--- src/rtl/stability_pkg.sv ---
// stability_pkg: classifier state encoding and LED colour commands
package stability_pkg;
   typedef enum logic [1:0] {
      ST_IDLE   = 2'd0,
      ST_STABLE = 2'd1,
      ST_WARN   = 2'd2,
      ST_CRIT   = 2'd3
   } state_t;
   localparam logic [2:0] COL_BLUE   = 3'b001;
   localparam logic [2:0] COL_GREEN  = 3'b010;
   localparam logic [2:0] COL_YELLOW = 3'b110;
   localparam logic [2:0] COL_RED    = 3'b100;
   function automatic logic [2:0] color_of(input state_t s);
      return s == ST_CRIT ? COL_RED : s == ST_WARN ? COL_YELLOW : s == ST_STABLE ? COL_GREEN : COL_BLUE;
   endfunction
endpackage

--- src/rtl/stability_classifier_if.sv ---
// stability_classifier_if: error-sample/event inputs and LED driver command outputs
interface stability_classifier_if;
   logic       sample_valid;
   logic [7:0] error_mag;
   logic       event_pulse;
   logic [2:0] color_sel;
   logic       blink_en;
   logic [1:0] level;
   logic       level_chg;
   modport master (output sample_valid, error_mag, event_pulse, input color_sel, blink_en, level, level_chg);
   modport slave (input sample_valid, error_mag, event_pulse, output color_sel, blink_en, level, level_chg);
endinterface

--- src/rtl/event_hold_timer.sv ---
// event_hold_timer: reloadable down-counter, active while nonzero
module event_hold_timer #(
   parameter int EVENT_HOLD = 50_000_000
) (
   input  logic clk,
   input  logic rst,
   input  logic load,
   output logic active
);
   localparam int HW = $clog2(EVENT_HOLD) + 1;
   localparam logic [HW-1:0] HOLD = HW'(EVENT_HOLD);
   logic [HW-1:0] hold_cnt;
   always_ff @(posedge clk)
      hold_cnt <= rst ? '0 : load ? HOLD : hold_cnt != '0 ? hold_cnt - 1'b1 : '0;
   always_comb active = hold_cnt != '0;
endmodule

--- src/rtl/stability_classifier.sv ---
// stability_classifier: hysteretic error-level FSM producing LED colour/blink commands
module stability_classifier import stability_pkg::*; #(
   parameter int WARN_HI      = 64,
   parameter int WARN_LO      = 48,
   parameter int CRIT_HI      = 160,
   parameter int CRIT_LO      = 128,
   parameter int ESC_CNT      = 4,
   parameter int DESC_CNT     = 8,
   parameter int EVENT_HOLD   = 50_000_000,
   parameter int IDLE_TIMEOUT = 100_000_000
) (
   input logic clk,
   input logic rst,
   stability_classifier_if.slave bus
);
   if (!(WARN_LO <= WARN_HI && WARN_HI <= CRIT_LO && CRIT_LO <= CRIT_HI && CRIT_HI <= 255 &&
         ESC_CNT >= 1 && DESC_CNT >= 1)) begin : g_bad_params
      $error("stability_classifier: thresholds must be ordered and counts >= 1");
   end
   localparam int UW = $clog2(ESC_CNT) + 1;
   localparam int DW = $clog2(DESC_CNT) + 1;
   localparam int IW = $clog2(IDLE_TIMEOUT) + 1;
   localparam logic [7:0] T_WHI = 8'(WARN_HI);
   localparam logic [7:0] T_WLO = 8'(WARN_LO);
   localparam logic [7:0] T_CHI = 8'(CRIT_HI);
   localparam logic [7:0] T_CLO = 8'(CRIT_LO);
   localparam logic [UW-1:0] ESC  = UW'(ESC_CNT);
   localparam logic [DW-1:0] DESC = DW'(DESC_CNT);
   localparam logic [IW-1:0] IT   = IW'(IDLE_TIMEOUT);
   state_t state, state_n;
   logic [UW-1:0] up_cnt, up_n, up_inc;
   logic [DW-1:0] dn_cnt, dn_n, dn_inc;
   logic [IW-1:0] idle_cnt, idle_n;
   logic ge_warn, ge_crit, lt_warn, lt_crit, hold_active;
   event_hold_timer #(.EVENT_HOLD(EVENT_HOLD)) u_hold (
      .clk    (clk),
      .rst    (rst),
      .load   (bus.event_pulse),
      .active (hold_active)
   );
   always_comb begin
      ge_warn = bus.error_mag >= T_WHI;
      ge_crit = bus.error_mag >= T_CHI;
      lt_warn = bus.error_mag < T_WLO;
      lt_crit = bus.error_mag < T_CLO;
      up_inc = &up_cnt ? up_cnt : up_cnt + 1'b1;
      dn_inc = &dn_cnt ? dn_cnt : dn_cnt + 1'b1;
      up_n = up_cnt;
      dn_n = dn_cnt;
      state_n = state;
      idle_n = (state == ST_IDLE || bus.sample_valid) ? '0 : &idle_cnt ? idle_cnt : idle_cnt + 1'b1;
      if (bus.sample_valid) begin
         case (state)
            ST_IDLE:   state_n = ge_crit ? ST_CRIT : ge_warn ? ST_WARN : ST_STABLE;
            ST_STABLE: up_n = ge_warn ? up_inc : '0;
            ST_WARN: begin
               up_n = ge_crit ? up_inc : '0;
               dn_n = lt_warn ? dn_inc : '0;
            end
            default:   dn_n = lt_crit ? dn_inc : '0;
         endcase
         if (state == ST_STABLE && up_n == ESC) state_n = ST_WARN;
         if (state == ST_WARN && up_n == ESC) state_n = ST_CRIT;
         if (state == ST_WARN && dn_n == DESC) state_n = ST_STABLE;
         if (state == ST_CRIT && dn_n == DESC) state_n = ST_WARN;
      end else if (state != ST_IDLE && idle_n == IT) begin
         state_n = ST_IDLE;
      end
      if (state_n != state) begin
         up_n = '0;
         dn_n = '0;
         idle_n = '0;
      end
   end
   always_ff @(posedge clk) begin
      if (rst) begin
         state         <= ST_IDLE;
         up_cnt        <= '0;
         dn_cnt        <= '0;
         idle_cnt      <= '0;
         bus.color_sel <= COL_BLUE;
         bus.blink_en  <= 1'b0;
         bus.level     <= 2'd0;
         bus.level_chg <= 1'b0;
      end else begin
         state         <= state_n;
         up_cnt        <= up_n;
         dn_cnt        <= dn_n;
         idle_cnt      <= idle_n;
         bus.color_sel <= color_of(state);
         bus.blink_en  <= hold_active || state == ST_CRIT;
         bus.level     <= state;
         bus.level_chg <= bus.level != state;
      end
   end
endmodule

--- src/flat_wrapper.sv ---
// flat-port wrapper written by rule: the top's interface ports become plain ports
module stability_classifier_flat import stability_pkg::*;
#(
   parameter int WARN_HI      = 64,
   parameter int WARN_LO      = 48,
   parameter int CRIT_HI      = 160,
   parameter int CRIT_LO      = 128,
   parameter int ESC_CNT      = 4,
   parameter int DESC_CNT     = 8,
   parameter int EVENT_HOLD   = 50_000_000,
   parameter int IDLE_TIMEOUT = 100_000_000
)
  (clk, rst, bus_sample_valid, bus_error_mag, bus_event_pulse, bus_color_sel, bus_blink_en, bus_level, bus_level_chg);
  stability_classifier_if bus_i ();
  input logic clk;
  input logic rst;
  input wire logic [$bits(bus_i.sample_valid)-1:0] bus_sample_valid;
  input wire logic [$bits(bus_i.error_mag)-1:0] bus_error_mag;
  input wire logic [$bits(bus_i.event_pulse)-1:0] bus_event_pulse;
  output wire logic [$bits(bus_i.color_sel)-1:0] bus_color_sel;
  output wire logic [$bits(bus_i.blink_en)-1:0] bus_blink_en;
  output wire logic [$bits(bus_i.level)-1:0] bus_level;
  output wire logic [$bits(bus_i.level_chg)-1:0] bus_level_chg;
  assign bus_i.sample_valid = bus_sample_valid;
  assign bus_i.error_mag = bus_error_mag;
  assign bus_i.event_pulse = bus_event_pulse;
  assign bus_color_sel = bus_i.color_sel;
  assign bus_blink_en = bus_i.blink_en;
  assign bus_level = bus_i.level;
  assign bus_level_chg = bus_i.level_chg;
  stability_classifier #(.WARN_HI(WARN_HI), .WARN_LO(WARN_LO), .CRIT_HI(CRIT_HI), .CRIT_LO(CRIT_LO), .ESC_CNT(ESC_CNT), .DESC_CNT(DESC_CNT), .EVENT_HOLD(EVENT_HOLD), .IDLE_TIMEOUT(IDLE_TIMEOUT)) u_core (.clk(clk), .rst(rst), .bus(bus_i));
endmodule
--- config.mk ---
export PLATFORM = sky130hd
export DESIGN_NAME = stability_classifier_flat
export DESIGN_NICKNAME = d
export VERILOG_FILES = /design/src/rtl/stability_pkg.sv /design/src/rtl/stability_classifier_if.sv /design/src/rtl/event_hold_timer.sv /design/src/rtl/stability_classifier.sv /design/src/flat_wrapper.sv
export SDC_FILE = /design/constraint.sdc
export NUM_CORES = 1
export LEC_CHECK = 0
export BUFFER_PORTS_ARGS = -buffer_cell sky130_fd_sc_hd__buf_2
export CAP_MARGIN = 5
export CORE_UTILIZATION = 47
export DETAILED_ROUTE_END_ITERATION = 7
export PLACE_DENSITY = 0.73
export SETUP_SLACK_MARGIN = 0.2
export SYNTH_ARGS = -nofsm -noshare
export SYNTH_HDL_FRONTEND = slang
export SYNTH_SLANG_ARGS = --single-unit
export TNS_END_PERCENT = 1
--- constraint.sdc ---
create_clock -name clk -period 8.6 [get_ports clk]
set_clock_uncertainty 0.15 [all_clocks]
set_input_delay 1.72 -clock clk [delete_from_list [all_inputs] [get_ports clk]]
set_output_delay 1.72 -clock clk [all_outputs]
set_load 0.005 [all_outputs]
After elaboration in Yosys (flattened, before gate mapping)

Cells that the tools add are included.

Bits in registers: 71
Input bits: 12
Output and inout bits: 7
Word-level logic and storage cells: 71

Add/subtract/negate cells: 4
Order comparisons: 4
Eq/ne operators: 8
Multiplexer cells: 26
Bitwise gates (word level): 1
Reductions and logical operators: 17

Operators with widths:

| cell                  | count |
|---|---|
| $mux 28               | 2 |
| $mux 26               | 2 |
| $add 28x1->28 const B | 1 |
| $eq 28x27->1 const B  | 1 |
| $reduce_and 28->1     | 1 |
| $reduce_bool 27->1    | 1 |
| $sub 27x1->27 const B | 1 |
| $mux 2                | 10 |
| $mux 3                | 6 |
| $mux 4                | 4 |
| $ge 8x7->1 const B    | 1 |
| $ge 8x8->1 const B    | 1 |
| $lt 8x6->1 const B    | 1 |
| $lt 8x8->1 const B    | 1 |
| $pmux 4 s2            | 1 |
| $pmux 3 s2            | 1 |
| $reduce_or 2->1       | 3 |
| $logic_and 1x1->1     | 5 |
| $add 4x1->4 const B   | 1 |
| $eq 2x2->1 const B    | 2 |
| $eq 4x4->1 const B    | 1 |
| $ne 2x2->1            | 2 |
| $reduce_and 4->1      | 1 |
| $add 3x1->3 const B   | 1 |
| 8 further kinds       | 9 |

Logic depth before layout (Yosys ltp)

Depth in word-level cells: 14
Gate-level depth with buffers: 13
Mapped depth without buffers: 10

Hierarchy

Synthesis repeated with hierarchy kept, for this count alone.

Cell total of the unflattened synthesis: 500
Area total of the unflattened synthesis: 4282.9 sq um

Modules (own cells, without submodules):

| module               | times used | cells each | area each (sq um) | seq. area each (sq um) |
|---|---|---|---|---|
| stability_classifier | 1          | 344        | 2879.0            | 880.8 |
| event_hold_timer     | 1          | 156        | 1403.8            | 540.5 |

Worst setup path after synthesis

Ideal clock, no wire load.

Path kind: input to register
Start: input port bus_error_mag[4]
End: register u_core.idle_cnt[14]
Data arrival time: 3.910 ns
Setup slack: 4.461 ns
Stages: 9
Buffers on the path: 1
Cell sequence: nand2_1 a31oi_1 nor2_1 o32a_1 or4b_2 a31oi_1 a211oi_4 buf_6 nor3_1

Cells in the longest elaborated chain, start to end: 13

Ends and longest elaborated chain:

| what                                     | line                                                   | text |
|---|---|---|
| start, declared                          | flat_wrapper.sv:18                                     | `input wire logic [$bits(bus_i.error_mag)-1:0] bus_error_mag;` |
| $ge 8x8->1 or $ge 8x7->1 (tied branches) | stability_classifier.sv:43, stability_classifier.sv:42 |  |
| $mux 3 (on tied branches)                | stability_classifier.sv:57, stability_classifier.sv:55 |  |
| $pmux 3 s2                               | stability_classifier.sv:53                             | `case (state)` |
| $mux 3                                   | stability_classifier.sv:52                             | `if (bus.sample_valid) begin` |
| $eq 3x3->1                               | stability_classifier.sv:62, stability_classifier.sv:63 |  |
| $logic_and 1x1->1                        | stability_classifier.sv:62                             | `if (state == ST_STABLE && up_n == ESC) state_n = ST_WARN;` |
| $mux 2                                   | stability_classifier.sv:62                             |  |
| $mux 2                                   | stability_classifier.sv:63                             | `if (state == ST_WARN && up_n == ESC) state_n = ST_CRIT;` |
| $mux 2                                   | stability_classifier.sv:64                             | `if (state == ST_WARN && dn_n == DESC) state_n = ST_STABLE;` |
| $mux 2 *                                 | stability_classifier.sv:65                             | `if (state == ST_CRIT && dn_n == DESC) state_n = ST_WARN;` |
| $mux 2 *                                 | stability_classifier.sv:52                             |  |
| $ne 2x2->1 *                             | stability_classifier.sv:69                             | `if (state_n != state) begin` |
| $reduce_or 2->1 (no line) *              | n/a                                                    |  |
| end signal, assigned                     | stability_classifier.sv:89                             | `idle_cnt <= idle_n;` |
| end, declared                            | stability_classifier.sv:33                             | `logic [IW-1:0] idle_cnt, idle_n;` |

Mark *: on every way between the ends. The rest lies on a longest branch, timed or not. The select of a mux whose other input is x is not followed.
A chain may end at the register's enable or synchronous reset.

Worst setup path in the final report

Start: input port bus_error_mag[5]
End: register u_core.up_cnt[2]

Cells in the longest elaborated chain, start to end: 13

Ends and longest elaborated chain:

| what                                     | line                                                   | text |
|---|---|---|
| $ge 8x8->1 or $ge 8x7->1 (tied branches) | stability_classifier.sv:43, stability_classifier.sv:42 |  |
| $mux 3 (on tied branches)                | stability_classifier.sv:57, stability_classifier.sv:55 |  |
| $pmux 3 s2                               | stability_classifier.sv:53                             |  |
| $mux 3                                   | stability_classifier.sv:52                             |  |
| $eq 3x3->1                               | stability_classifier.sv:62, stability_classifier.sv:63 |  |
| $logic_and 1x1->1                        | stability_classifier.sv:62                             |  |
| $mux 2                                   | stability_classifier.sv:62                             |  |
| $mux 2                                   | stability_classifier.sv:63                             |  |
| $mux 2                                   | stability_classifier.sv:64                             |  |
| $mux 2                                   | stability_classifier.sv:65                             |  |
| $mux 2                                   | stability_classifier.sv:52                             |  |
| $ne 2x2->1                               | stability_classifier.sv:69                             |  |
| $reduce_or 2->1 (no line)                | n/a                                                    |  |
| end signal, assigned                     | stability_classifier.sv:87                             | `up_cnt <= up_n;` |
| end, declared                            | stability_classifier.sv:31                             | `logic [UW-1:0] up_cnt, up_n, up_inc;` |

Several ways; a longest one is shown, not always the timed one. The select of a mux whose other input is x is not followed.

==> out/metrics.yaml <==
status: "finished clean"
numClockSinks: 71
grt_pass1_wl_um: 15950
postLayoutCellArea_mm2: 0.004404
timing.fmax_ghz: 0.2232
die_height_um: 95.47
critPathKind: "primary input to register"
hold_violations: 0
clk_root_buffer_cell: "sky130_fd_sc_hd__clkbuf_8"
cts-root-to-sink-buffers: 2
crit_path_max_fo: 19
grt_antenna_before_repair: 0
ys_warn_count: 0
initial_core_util_pct: 49.23
place.port_buffers: 14
vias_per_cell: 6.006
gr-usage-all-layers_pct: 22.43
timing_worst_slew_pin_value_ps: 992.2
synthDistinctLibCells: 68
row_count: 33
placeableCoreArea_mm2: 0.008341
crit_arrival_ps: 4530
cts.repair_timing.setup_buffer_count: 0
clock_tree_from_tritoncts: "done"
die-width_um: 95.47
final.period_utilization_pct: 52.10
intPower_uw: 522.3
critical_path.startpoint_type: "primary input"
cts_resized: 0
max_cap_viol_count: 0
dieArea_mm2: 0.009115
sw_share_pct: 29.00
area_delta_synth_final_pct: 7.252
dpl_cell_area_mm2: 0.004210
grt_setup_unrepaired: "false"
drv_slew: 0
ys_seq_elements: 71
global_route.overflow_total: 0
p_switching_uw: 213.3
setup_violations: 0
finalCriticalPeriod_ps: 4481
power.share.sequential_pct: 48.5
numCtsBuffers: 9
worst_path_max_delay_cell: "sky130_fd_sc_hd__a211oi_4"
initialDrtViolationCount: 198
leakage_uw: 0.001545
final_layout_size_suffix_gt1_share_pct: 10.49
synth_area_per_cell_um2: 8.084
post_synth_instance_area_mm2: 0.004106
synth_enable_flop_cells: 0
weighted_congestion_at_the_end_of_routability_driven_global_placement: 0.8552
final_nets: 530
hold_buffers: 0
pwr-share-clk_pct: 36.4
routed_wl_um: 9413
p_comb_share_pct: 15.0
synth_cells: 508
pin_count: 19
cp_data_required_time_ps: 8650
clock_tree.htree_level_count: 3
cts.reportedPaths.clkPinSlew_ps: 80
grt_pass1_vias: 3513
p_total_uw: 735.6
vias: 3724
synth_fp_nets: 528
setup-tns-final_ps: 0
antenna_cells_inserted: 0
worstHoldPathType: "register to register"
power-per-cell-area_mw_per_mm2: 167.0
endpoint_kind: "register"
clock_latency_ps: 360
yosysSeqAreaShare_pct: 34.61
first_pass_iters: 7
ir_worst_vdd_v: 0.0001160
hpwlAfterDp_um: 6476
postRouteAntennaNets: 0
slew_headroom_pct: 33.64
synthArstFlopShare_pct: 0
detail_route.wl_per_cell_um: 15.18
largest_net_degree_at_the_start_of_global_routing: 35
drcViolationCount: 0
cp_slowest_stage_delay_ps: 870
ys.flop_type: "sky130_fd_sc_hd__dfxtp_1"
path_cells: "buf_2 > nand2_1 > a31oi_1 > nor2_1 > o32a_1 > nor4b_1 > o31ai_1 > a211oi_4 > nor4_1"
[flip-flops by register name (all words and copies together), names as in the netlist]
register / flops
u_core.bus.level_chg: 1
u_core.idle_cnt: 28
u_core.state: 2
u_core.dn_cnt: 4
u_core.bus.color_sel: 3
u_core.u_hold.hold_cnt: 27
u_core.bus.level: 2
u_core.up_cnt: 3
u_core.bus.blink_en: 1
[area by class of cell]
class / instances / area (um2)
well taps: 105 / 131.4
repair buffers: 16 / 85.08
fillers: 792 / 3936
clock inverters: 7 / 70.07
multi-input cells: 397 / 2516
clock buffers: 9 / 123.9
inverters: 15 / 56.30
flip-flops and latches: 71 / 1421
[cell usage after synthesis (7+ instances only)]
library cell	count	share of area [%]
sky130_fd_sc_hd__nand3_1	11	1.3
sky130_fd_sc_hd__and3_1	8	1.2
sky130_fd_sc_hd__mux2i_1	7	1.7
sky130_fd_sc_hd__nor2_1	74	6.8
sky130_fd_sc_hd__o21ai_0	12	1.5
sky130_fd_sc_hd__inv_1	15	1.4
sky130_fd_sc_hd__a21oi_1	24	2.9
sky130_fd_sc_hd__nand4_1	15	2.3
sky130_fd_sc_hd__nor3_1	33	4.0
sky130_fd_sc_hd__xor2_1	13	2.8
sky130_fd_sc_hd__dfxtp_1	71	35
sky130_fd_sc_hd__clkbuf_1	17	1.6
sky130_fd_sc_hd__a31oi_1	7	1.1
sky130_fd_sc_hd__xnor2_1	25	5.3
sky130_fd_sc_hd__nor4_1	18	2.7
sky130_fd_sc_hd__nand2_1	41	3.7
sky130_fd_sc_hd__ha_1	8	2.4
[critical path, delay by kind of cell]
kind | cells | cell delay [ps]
buffers and inverters | 1 | 100
AOI/OAI and AO/OA | 4 | 1890
and+or+nand+nor | 4 | 810
[kinds of logic after synthesis]
| logic type | after synthesis | share of synthesized area, % |
|---|---|---|
| xor gates and xnor gates | 38 | 8.105 |
| AOI/OAI and AO/OA | 95 | 17.15 |
| muxes | 7 | 1.706 |
| DFF | 71 | 34.61 |
| buffers and inverters | 40 | 4.113 |
| adders and majority gates | 8 | 2.438 |
| and+or+nand+nor | 249 | 31.87 |
[placed cells by master (no fill, tap or decap), types with 6 or more instances in the layout]
cell,n
sky130_fd_sc_hd__nor2_1,74
sky130_fd_sc_hd__dfxtp_1,71
sky130_fd_sc_hd__nand2_1,41
sky130_fd_sc_hd__nor3_1,33
sky130_fd_sc_hd__xnor2_1,25
sky130_fd_sc_hd__a21oi_1,24
sky130_fd_sc_hd__nor4_1,18
sky130_fd_sc_hd__inv_1,15
sky130_fd_sc_hd__nand4_1,15
sky130_fd_sc_hd__buf_2,14
sky130_fd_sc_hd__xor2_1,13
sky130_fd_sc_hd__o21ai_0,12
sky130_fd_sc_hd__nand3_1,11
sky130_fd_sc_hd__clkbuf_8,9
sky130_fd_sc_hd__and3_1,8
sky130_fd_sc_hd__ha_1,8
sky130_fd_sc_hd__a31oi_1,7
sky130_fd_sc_hd__mux2i_1,7
sky130_fd_sc_hd__nor3b_1,6
[worst paths after layout]
kind	startpoint	endpoint	slack [ps]	depth (start not counted)
max reg2reg	u_core.idle_cnt[4]	u_core.up_cnt[2]	4630	8
min reg2reg	u_core.u_hold.hold_cnt[26]	u_core.u_hold.hold_cnt[26]	310	1
max	bus_error_mag[5]	u_core.up_cnt[2]	4120	9
min	u_core.u_hold.hold_cnt[26]	u_core.u_hold.hold_cnt[26]	310	1
[per-stage QoR]
stage	hold slack, ps	worst slack [ps]	util, %	instances
after detailed placement	294.3	3800	50.48	604
after global placement	285.3	3895	50.48	604
final	307.0	4119	52.81	620
after CTS	306.8	4191	52.81	620
after floorplan	280.4	4461	-	508
after global routing	322.0	3844	52.81	620
[per-layer routing]
layer / vias to the layer above / track usage, % / part of all wire (%)
met2: 111 / 36.79 / 48
li1: 1849 / - / -
met4: 0 / 9.453 / 1.9
met3: 18 / 5.742 / 5.1
met1: 1746 / 27.79 / 45
met5: - / 0 / 0
[power by group through the flow]
stage / clock, uW / sequential [uW] / combinational [uW]
final: 268 / 357 / 110
after CTS: 275 / 357 / 111
after global placement: 0 / 364 / 106
after detailed placement: 0 / 364 / 110
after global routing: 285 / 359 / 124
after floorplan: 0 / 362 / 85.9
No activity file was read; power rests on OpenSTA's default activity.
